### config.mk
export PLATFORM = sky130hd
export DESIGN_NAME = pc_gen
export DESIGN_NICKNAME = d
export VERILOG_FILES = /design/src/rtl/pc_gen_pkg.sv /design/src/rtl/pc_redirect_latch.sv /design/src/rtl/pc_gen.sv
export SDC_FILE = /design/constraint.sdc
export NUM_CORES = 1
export LEC_CHECK = 0
export ABC_AREA = 1
export BUFFER_PORTS_ARGS = -buffer_cell sky130_fd_sc_hd__buf_2
export CAP_MARGIN = 30
export CELL_PAD_IN_SITES_DETAIL_PLACEMENT = 1
export CELL_PAD_IN_SITES_GLOBAL_PLACEMENT = 2
export CORE_MARGIN = 2
export CORE_UTILIZATION = 25
export DETAILED_ROUTE_END_ITERATION = 16
export PLACE_DENSITY_LB_ADDON = 0.1
export SYNTH_ARGS = -nofsm -noshare
export SYNTH_HDL_FRONTEND = slang
export SYNTH_SLANG_ARGS = --single-unit
### constraint.sdc
create_clock -name clock -period 2.6 [get_ports clock]
set_input_delay 0.13 -clock clock [delete_from_list [all_inputs] [get_ports clock]]
set_output_delay 0.13 -clock clock [all_outputs]
set_load 0.02 [all_outputs]
### src/rtl/pc_gen_pkg.sv
// Shared constants for the fetch-address generator: enable levels, stall-bus width
// and the PC state encoding.
package pc_gen_pkg;

  localparam logic ENABLE     = 1'b1;
  localparam logic DISABLE    = 1'b0;
  localparam int   SIGNAL_BUS = 6;

  typedef enum logic [1:0] {
    PC_S_RESET = 2'd0,
    PC_S_ARM   = 2'd1,
    PC_S_RUN   = 2'd2
  } pc_state_e;

endpackage

### src/rtl/pc_redirect_latch.sv
// Holds one branch redirect that arrived while the PC stage was stalled, until the
// stall releases and the PC consumes it.
module pc_redirect_latch
  import pc_gen_pkg::*;
#(
  parameter int ADDR_WIDTH = 32
) (
  input  logic                  clock,
  input  logic                  clear,
  input  logic                  capture,
  input  logic [ADDR_WIDTH-1:0] capture_target,
  input  logic                  consume,
  output logic                  pending_valid,
  output logic [ADDR_WIDTH-1:0] pending_target
);

  // NOTE: clocked state always uses non-blocking assignments so every register
  // samples pre-edge values regardless of block ordering.
  always_ff @(posedge clock) begin
    if (clear)        pending_valid <= DISABLE;
    else if (capture) pending_valid <= ENABLE;
    else if (consume) pending_valid <= DISABLE;
  end

  // NOTE: the target is plain data qualified by pending_valid, so it carries no reset.
  always_ff @(posedge clock) begin
    if (capture && !clear) pending_target <= capture_target;
  end

endmodule

### src/rtl/pc_gen.sv
// Program-counter register with reset/arm sequencing, next-PC priority mux and a
// captured-branch slot for redirects that arrive during a stall.
module pc_gen
  import pc_gen_pkg::*;
#(
  parameter int                    ADDR_WIDTH   = 32,
  parameter int                    INST_BYTES   = 4,
  parameter logic [ADDR_WIDTH-1:0] RESET_VECTOR = '0,
  parameter int                    STALL_WIDTH  = SIGNAL_BUS
) (
  input  logic                   clock,
  input  logic                   reset,
  input  logic [STALL_WIDTH-1:0] stall,
  input  logic                   branch_signal,
  input  logic [ADDR_WIDTH-1:0]  branch_target,
  input  logic                   flush,
  input  logic [ADDR_WIDTH-1:0]  flush_target,
  output logic [ADDR_WIDTH-1:0]  program_counter,
  output logic                   chip_enable,
  output logic                   redirect_pending,
  output logic                   pc_misaligned
);

  localparam logic [ADDR_WIDTH-1:0] STEP       = ADDR_WIDTH'(INST_BYTES);
  localparam logic [ADDR_WIDTH-1:0] ALIGN_MASK = ADDR_WIDTH'(INST_BYTES - 1);

  pc_state_e             state;
  logic [ADDR_WIDTH-1:0] next_pc;
  logic                  want_capture;
  logic                  want_consume;
  logic                  running;
  logic                  pending_valid;
  logic [ADDR_WIDTH-1:0] pending_target;
  logic                  unused_stall_bits;

  // Only the PC-stage bit matters; the rest of the bus is shared with later stages.
  assign unused_stall_bits = ^stall;

  // The cycle that enters S_ARM is not "running"; from S_ARM onwards the mux drives PC.
  assign running = (state != PC_S_RESET);

  // NOTE: every output of this block gets a default first so no path infers a latch.
  always_comb begin
    next_pc      = program_counter + STEP;
    want_capture = 1'b0;
    want_consume = 1'b0;
    if (flush) begin
      next_pc = flush_target;
    end else if (stall[0]) begin
      next_pc      = program_counter;
      want_capture = branch_signal;
    end else if (pending_valid) begin
      next_pc      = pending_target;
      want_consume = 1'b1;
    end else if (branch_signal) begin
      next_pc = branch_target;
    end
  end

  pc_redirect_latch #(
    .ADDR_WIDTH(ADDR_WIDTH)
  ) u_redirect_latch (
    .clock          (clock),
    .clear          (reset || (running && flush)),
    .capture        (running && want_capture),
    .capture_target (branch_target),
    .consume        (running && want_consume),
    .pending_valid  (pending_valid),
    .pending_target (pending_target)
  );

  always_ff @(posedge clock) begin
    if (reset) begin
      state           <= PC_S_RESET;
      program_counter <= RESET_VECTOR;
      chip_enable     <= DISABLE;
    end else begin
      unique case (state)
        PC_S_RESET: begin
          state           <= PC_S_ARM;
          program_counter <= RESET_VECTOR;
          chip_enable     <= ENABLE;
        end
        default: begin
          state           <= PC_S_RUN;
          program_counter <= next_pc;
          chip_enable     <= ENABLE;
        end
      endcase
    end
  end

  assign redirect_pending = pending_valid;
  assign pc_misaligned    = |(program_counter & ALIGN_MASK);

endmodule

== Yosys cells after proc, flatten, opt, wreduce, memory -nomap -nowiden ==
Index checks and enable logic that the tools add are counted.

* Flip-flop bits (word level): 68
* Bits of input ports: 74
* Output and inout bits: 35
* Logic and storage cells: 31

* Add/sub/neg operators: 1
* Equal/unequal tests: 1
* Mux-type cells: 13
* Reduce and logical (&&, ||, !) cells: 11

{| class="wikitable"
|+ Operators by type and width
! operator !! number
|-
| two-way mux 32 bit || 4
|-
| adder 32 x 3 -> 32 bit (second input constant) || 1
|-
| two-way mux 1 bit || 8
|-
| logical AND 1 bit || 4
|-
| nonzero test 2 bit || 2
|-
| OR reduction 2 bit || 2
|-
| zero test 2 bit || 1
|-
| two-way mux 2 bit || 1
|-
| != test 2 x 1 -> 1 bit (second input constant) || 1
|-
| zero test 1 bit || 1
|-
| logical OR 1 bit || 1
|}

== Longest topological paths before layout ==
* Depth in word-level cells: 6
* Mapped depth: 10
* Mapped depth without buffers: 10

== Modules after synthesis ==
A second synthesis with hierarchy kept.

* Cells, all modules: 528
* Area total of the unflattened synthesis: 3,932.5 um^2

{| class="wikitable"
|+ By module, submodules not included
! module !! times used !! cells an instance !! area each (um^2)
|-
| pc_gen || 1 || 489 || 2,927.8
|-
| pc_redirect_latch || 1 || 39 || 1,004.7
|}

== Least setup slack after synthesis ==
OpenSTA, ideal clock, no wires.

* Path kind: input port to flip-flop
* From: input port flush
* To: register u_redirect_latch.pending_target[0] (enable)
* Library setup time: 0.421 ns
* Data arrival time: 1.900 ns
* Required time: 2.179 ns
* Path slack: 0.279 ns
* Stages: 4
* Buffers on the path: 1
* Path through: buf_6 > nor2_4 > nand3_1 > nor2_1

* Cells in the longest elaborated chain, start to end: 4
* Elaborated cells on any way between the ends: 6
* Those cells by class: 1 x mux; 5 x reduce/logical

{| class="wikitable"
|+ RTL lines
! element !! line !! source
|-
| start: declaration || pc_gen.sv:16 || <nowiki>input logic flush,</nowiki>
|-
| logical AND 1 bit || pc_gen.sv:64 || <nowiki>.clear (reset || (running && flush)),</nowiki>
|-
| logical OR 1 bit || pc_gen.sv:64 ||
|-
| zero test 1 bit || pc_redirect_latch.sv:27 || <nowiki>if (capture && !clear) pending_target <= capture_target;</nowiki>
|-
| logical AND 1 bit (*) || pc_redirect_latch.sv:27 ||
|-
| end signal: assignment || pc_redirect_latch.sv:27 ||
|-
| end: declaration || pc_redirect_latch.sv:14 || <nowiki>output logic [ADDR_WIDTH-1:0] pending_target</nowiki>
|}

Mark *: on every way between the ends. The rest lies on a longest branch, timed or not.
A chain may end at the register's enable or synchronous reset.

== Worst setup path after layout ==
* From: register u_redirect_latch.pending_valid
* To: register program_counter[11]

* Cells in the longest elaborated chain, start to end: 3

{| class="wikitable"
|+ RTL lines
! element !! line !! source
|-
| start: declaration || pc_redirect_latch.sv:13 || <nowiki>output logic pending_valid,</nowiki>
|-
| start signal: assignment || pc_redirect_latch.sv:20 || <nowiki>if (clear) pending_valid <= DISABLE;</nowiki>
|-
| start signal: assignment || pc_redirect_latch.sv:21 || <nowiki>else if (capture) pending_valid <= ENABLE;</nowiki>
|-
| start signal: assignment || pc_redirect_latch.sv:22 || <nowiki>else if (consume) pending_valid <= DISABLE;</nowiki>
|-
| two-way mux 32 bit || pc_gen.sv:52 || <nowiki>end else if (pending_valid) begin</nowiki>
|-
| two-way mux 32 bit || pc_gen.sv:49 || <nowiki>end else if (stall[0]) begin</nowiki>
|-
| two-way mux 32 bit || pc_gen.sv:47 || <nowiki>if (flush) begin</nowiki>
|-
| end signal: assignment || pc_gen.sv:86 || <nowiki>program_counter <= next_pc;</nowiki>
|-
| end: declaration || pc_gen.sv:18 || <nowiki>output logic [ADDR_WIDTH-1:0] program_counter,</nowiki>
|}

No other way between the ends. The select of a mux whose other input is x is not followed.

==> impl_metrics.env <==
export IMPL_status="complete, no violations"
export IMPL_switching_share_pct=26.0
export IMPL_start_util_pct=25.6
export IMPL_post_route_period_util_pct=71.9
export IMPL_dp_hpwl_mm=10.3
export IMPL_place_congestion=0.807
export IMPL_drive_gt1_share_pct=28.5
export IMPL_r2r_cells=7
export IMPL_overflow=0
export IMPL_synth_cell_types=38
export IMPL_hold_viol_final=0
export IMPL_clock_power_share_pct=44.5
export IMPL_syn_cell_area_um2=3890
export IMPL_p_comb_share_pct=14.2
export IMPL_fmax_mhz=535
export IMPL_die_x_um=129
export IMPL_r2r_start="u_redirect_latch.pending_valid"
export IMPL_power_frac_seq_pct=41.3
export IMPL_wl_mm=13.7
export IMPL_critPathMaxFanout=13
export IMPL_power_leakage_nw=2.07
export IMPL_clk_pin_slew_ps=60
export IMPL_cts_tree="built"
export IMPL_post_route_min_period_ps=1870
export IMPL_critPathKind="reg -> reg"
export IMPL_critical_path_startpoint="u_redirect_latch.pending_valid"
export IMPL_clkSinkCount=68
export IMPL_power_internal_mw=2.16
export IMPL_die_y_um=129
export IMPL_routed_via_density=4.74
export IMPL_hp_class="in -> reg"
export IMPL_max_cap_viol_count=0
export IMPL_first_global_vias=4096
export IMPL_track_usage_pct=17.3
export IMPL_syn_num_nets=568
export IMPL_tightest_slew_ps=554
export IMPL_pin_count=109
export IMPL_cp_num_buf_inv=3
export IMPL_antenna_left=0
export IMPL_cts_buffer_depth=2
export IMPL_relSlewSlack_pct=63.1
export IMPL_drc=0
export IMPL_dieArea_um2=16600
export IMPL_worstReg2RegEnd="program_counter[11]"
export IMPL_n_antenna_cell=0
export IMPL_wl_met2_mm=6.68
export IMPL_hold_depth=1
export IMPL_ys_seq_area_share_pct=43.3
export IMPL_m1WireLength_mm=6.37
export IMPL_design_core_area_um2=15200
export IMPL_crit_required_ps=2810
export IMPL_wl_met3_um=484
export IMPL_num_vias=3898
export IMPL_yosys_warnings=0
export IMPL_h_tree_depth=3
export IMPL_slew_viol_final=0
export IMPL_clkLatencyLatePin_ps=340
export IMPL_dr_pass1_iters=4
export IMPL_p_per_area_nw_per_um2=554
export IMPL_tns_ps=0
export IMPL_area_growth_pct=35.5
export IMPL_whs_ps=10.9
export IMPL_nNetsFinal=704
export IMPL_grt_pass1_wl_mm=21.6
export IMPL_highest_layer="met4"
export IMPL_core_rowCount=45
export IMPL_critPathLaunchType="flip-flop"
export IMPL_ys_ff_latch=68
export IMPL_port_buffers=103
export IMPL_min_from="branch_target[30]"
export IMPL_cts_made_buffers=9
export IMPL_vdd_drop_max_mv=0.382
export IMPL_whs_endpoint="u_redirect_latch.pending_target[30]"
export IMPL_slowest_delay_ps=370
export IMPL_post_synth_cell_area_avg_um2=7.88
export IMPL_wl_per_cell_um=16.6
export IMPL_power_switching_uw=758
export IMPL_critPathCaptureType="flip-flop"
export IMPL_path_delay_family="buffers and inverters"
export IMPL_ctsRootBufferMaster="clkbuf_16"
export IMPL_grt_setup_unrepaired="no"
export IMPL_antenna_found_initial=0
export IMPL_grt_max_degree=30
export IMPL_cp_cell_sequence="inv_1 > nand2_1 > inv_1 > buf_12 > nand2_1 > o21ai_0 > a31oi_1"
export IMPL_synth_cells=493
export IMPL_post_cts_buffers=0
export IMPL_finalClockSkew_ps=6.69
export IMPL_crit_path_top_delay_cell="inv_1"
export IMPL_cp_arrival_ps=2080
export IMPL_finalPower_mw=2.92
export IMPL_setup_viol_count_final=0
export IMPL_r2r_slack_ps=730
export IMPL_drt_iter0_markers=154
## power by group through the flow
stage | logic, mW | registers [mW] | clock network (mW)
3_5_place_dp | 0.385 | 1.23 | 0
5_1_grt | 0.463 | 1.21 | 1.38
6_report | 0.413 | 1.20 | 1.30
2_1_floorplan | 0.185 | 1.25 | 0
3_3_place_gp | 0.377 | 1.23 | 0
4_1_cts | 0.422 | 1.21 | 1.35
## routing by layer
| metal | vias to the layer above | track usage [%] |
|---|---|---|
| met4 | 0 | 4.22 |
| met3 | 10 | 3.74 |
| met2 | 68 | 30.4 |
| met1 | 1864 | 21.5 |
| li1 | 1956 | - |
| met5 | - | 0 |
## state kept, by name, indices dropped and copies added (netlist names)
signal                           count
program_counter                     32
chip_enable                          1
u_redirect_latch.pending_valid       1
state                                2
u_redirect_latch.pending_target     32
## synthesized netlist by cell type
cell | n | area [um^2]
nand2_1 | 123 | 462
nor2_1 | 58 | 218
inv_1 | 49 | 184
dfxtp_1 | 36 | 721
edfxtp_1 | 32 | 961
o21ai_0 | 26 | 130
nand3_1 | 23 | 115
a21oi_1 | 21 | 105
o221a_2 | 21 | 236
a31oi_1 | 14 | 87.6
nor2_4 | 12 | 135
buf_2 | 9 | 45.0
clkbuf_1 | 9 | 33.8
nand2_2 | 6 | 37.5
o211ai_1 | 6 | 45.0
nand4_1 | 5 | 31.3
o221ai_1 | 5 | 43.8
nand3b_1 | 4 | 30.0
nor3_1 | 4 | 20.0
a22o_1 | 3 | 26.3
nand3_2 | 3 | 30.0
o21ai_1 | 3 | 15.0
a21oi_2 | 2 | 17.5
inv_2 | 2 | 7.51
nand2_4 | 2 | 22.5
nor2_2 | 2 | 12.5
xor2_1 | 2 | 17.5
a211oi_1 | 1 | 7.51
a221oi_1 | 1 | 8.76
a41oi_1 | 1 | 8.76
and2_1 | 1 | 6.26
buf_1 | 1 | 3.75
buf_6 | 1 | 11.3
ha_1 | 1 | 12.5
nand3_4 | 1 | 17.5
o21bai_1 | 1 | 7.51
or2_0 | 1 | 6.26
or2_2 | 1 | 6.26
## logic make-up after synthesis
family	count (synthesis)	synth area share (%)
fa+ha+maj	1	0.322
flops	68	43.3
simple gates	246	29.6
xor+xnor	2	0.451
compound gates	105	19.0
buf+inv	71	7.34
## final cells by class
class	instances	area (um^2)
clock buffers	12	268
inverters	51	191
flip-flops and latches	68	1680
clock inverters	4	45.0
repair buffers	145	923
fillers	1852	9940
well taps	188	235
multi-input cells	354	1920
## stage by stage
stage	setup slack [ps]	instances	util (%)	area, um^2
3_3_place_gp	726	774	30.5	4630
5_1_grt	513	822	34.6	5270
4_1_cts	714	822	34.6	5270
3_5_place_dp	681	774	30.5	4630
2_1_floorplan	279	493	-	3890
6_report	731	822	34.6	5270
## cell usage in the layout, fill, tap and decap left out, types with 2 or more instances in the layout
cell / n
a21oi_1: 21
a21oi_2: 2
a22o_1: 3
a31oi_1: 14
buf_2: 103
buf_4: 9
clkbuf_16: 10
clkinv_2: 3
dfxtp_1: 36
dlygate4sd3_1: 32
edfxtp_1: 32
inv_1: 49
inv_2: 2
nand2_1: 123
nand2_2: 6
nand2_4: 2
nand3_1: 23
nand3_2: 3
nand3b_1: 4
nand4_1: 5
nor2_1: 57
nor2_2: 3
nor2_4: 12
nor3_1: 4
o211ai_1: 6
o21ai_0: 26
o21ai_1: 3
o221a_2: 21
o221ai_1: 5
xor2_1: 2
## timing repair
item,in CTS,in global routing
hold endpoints to repair,32,0
resized for setup,0,0
hold buffers,32,0
## how the worst max path moves through the flow
stage / to / slack, ps / cells past startpoint
floorplan: u_redirect_latch.pending_target[0] / 280 / 4
global placement: program_counter[0] / 730 / 7
detailed placement: program_counter[0] / 680 / 7
CTS: program_counter[7] / 710 / 7
global route: program_counter[7] / 510 / 7
finish: program_counter[11] / 730 / 7
## worst reg2reg max path, stage by stage (launching register included)
cell and delay (ps):
dfxtp_1 360, inv_1 370, nand2_1 130, inv_1 370, buf_12 200, nand2_1 50, o21ai_0 160, a31oi_1 100
No activity file was read; power rests on OpenSTA's default activity.
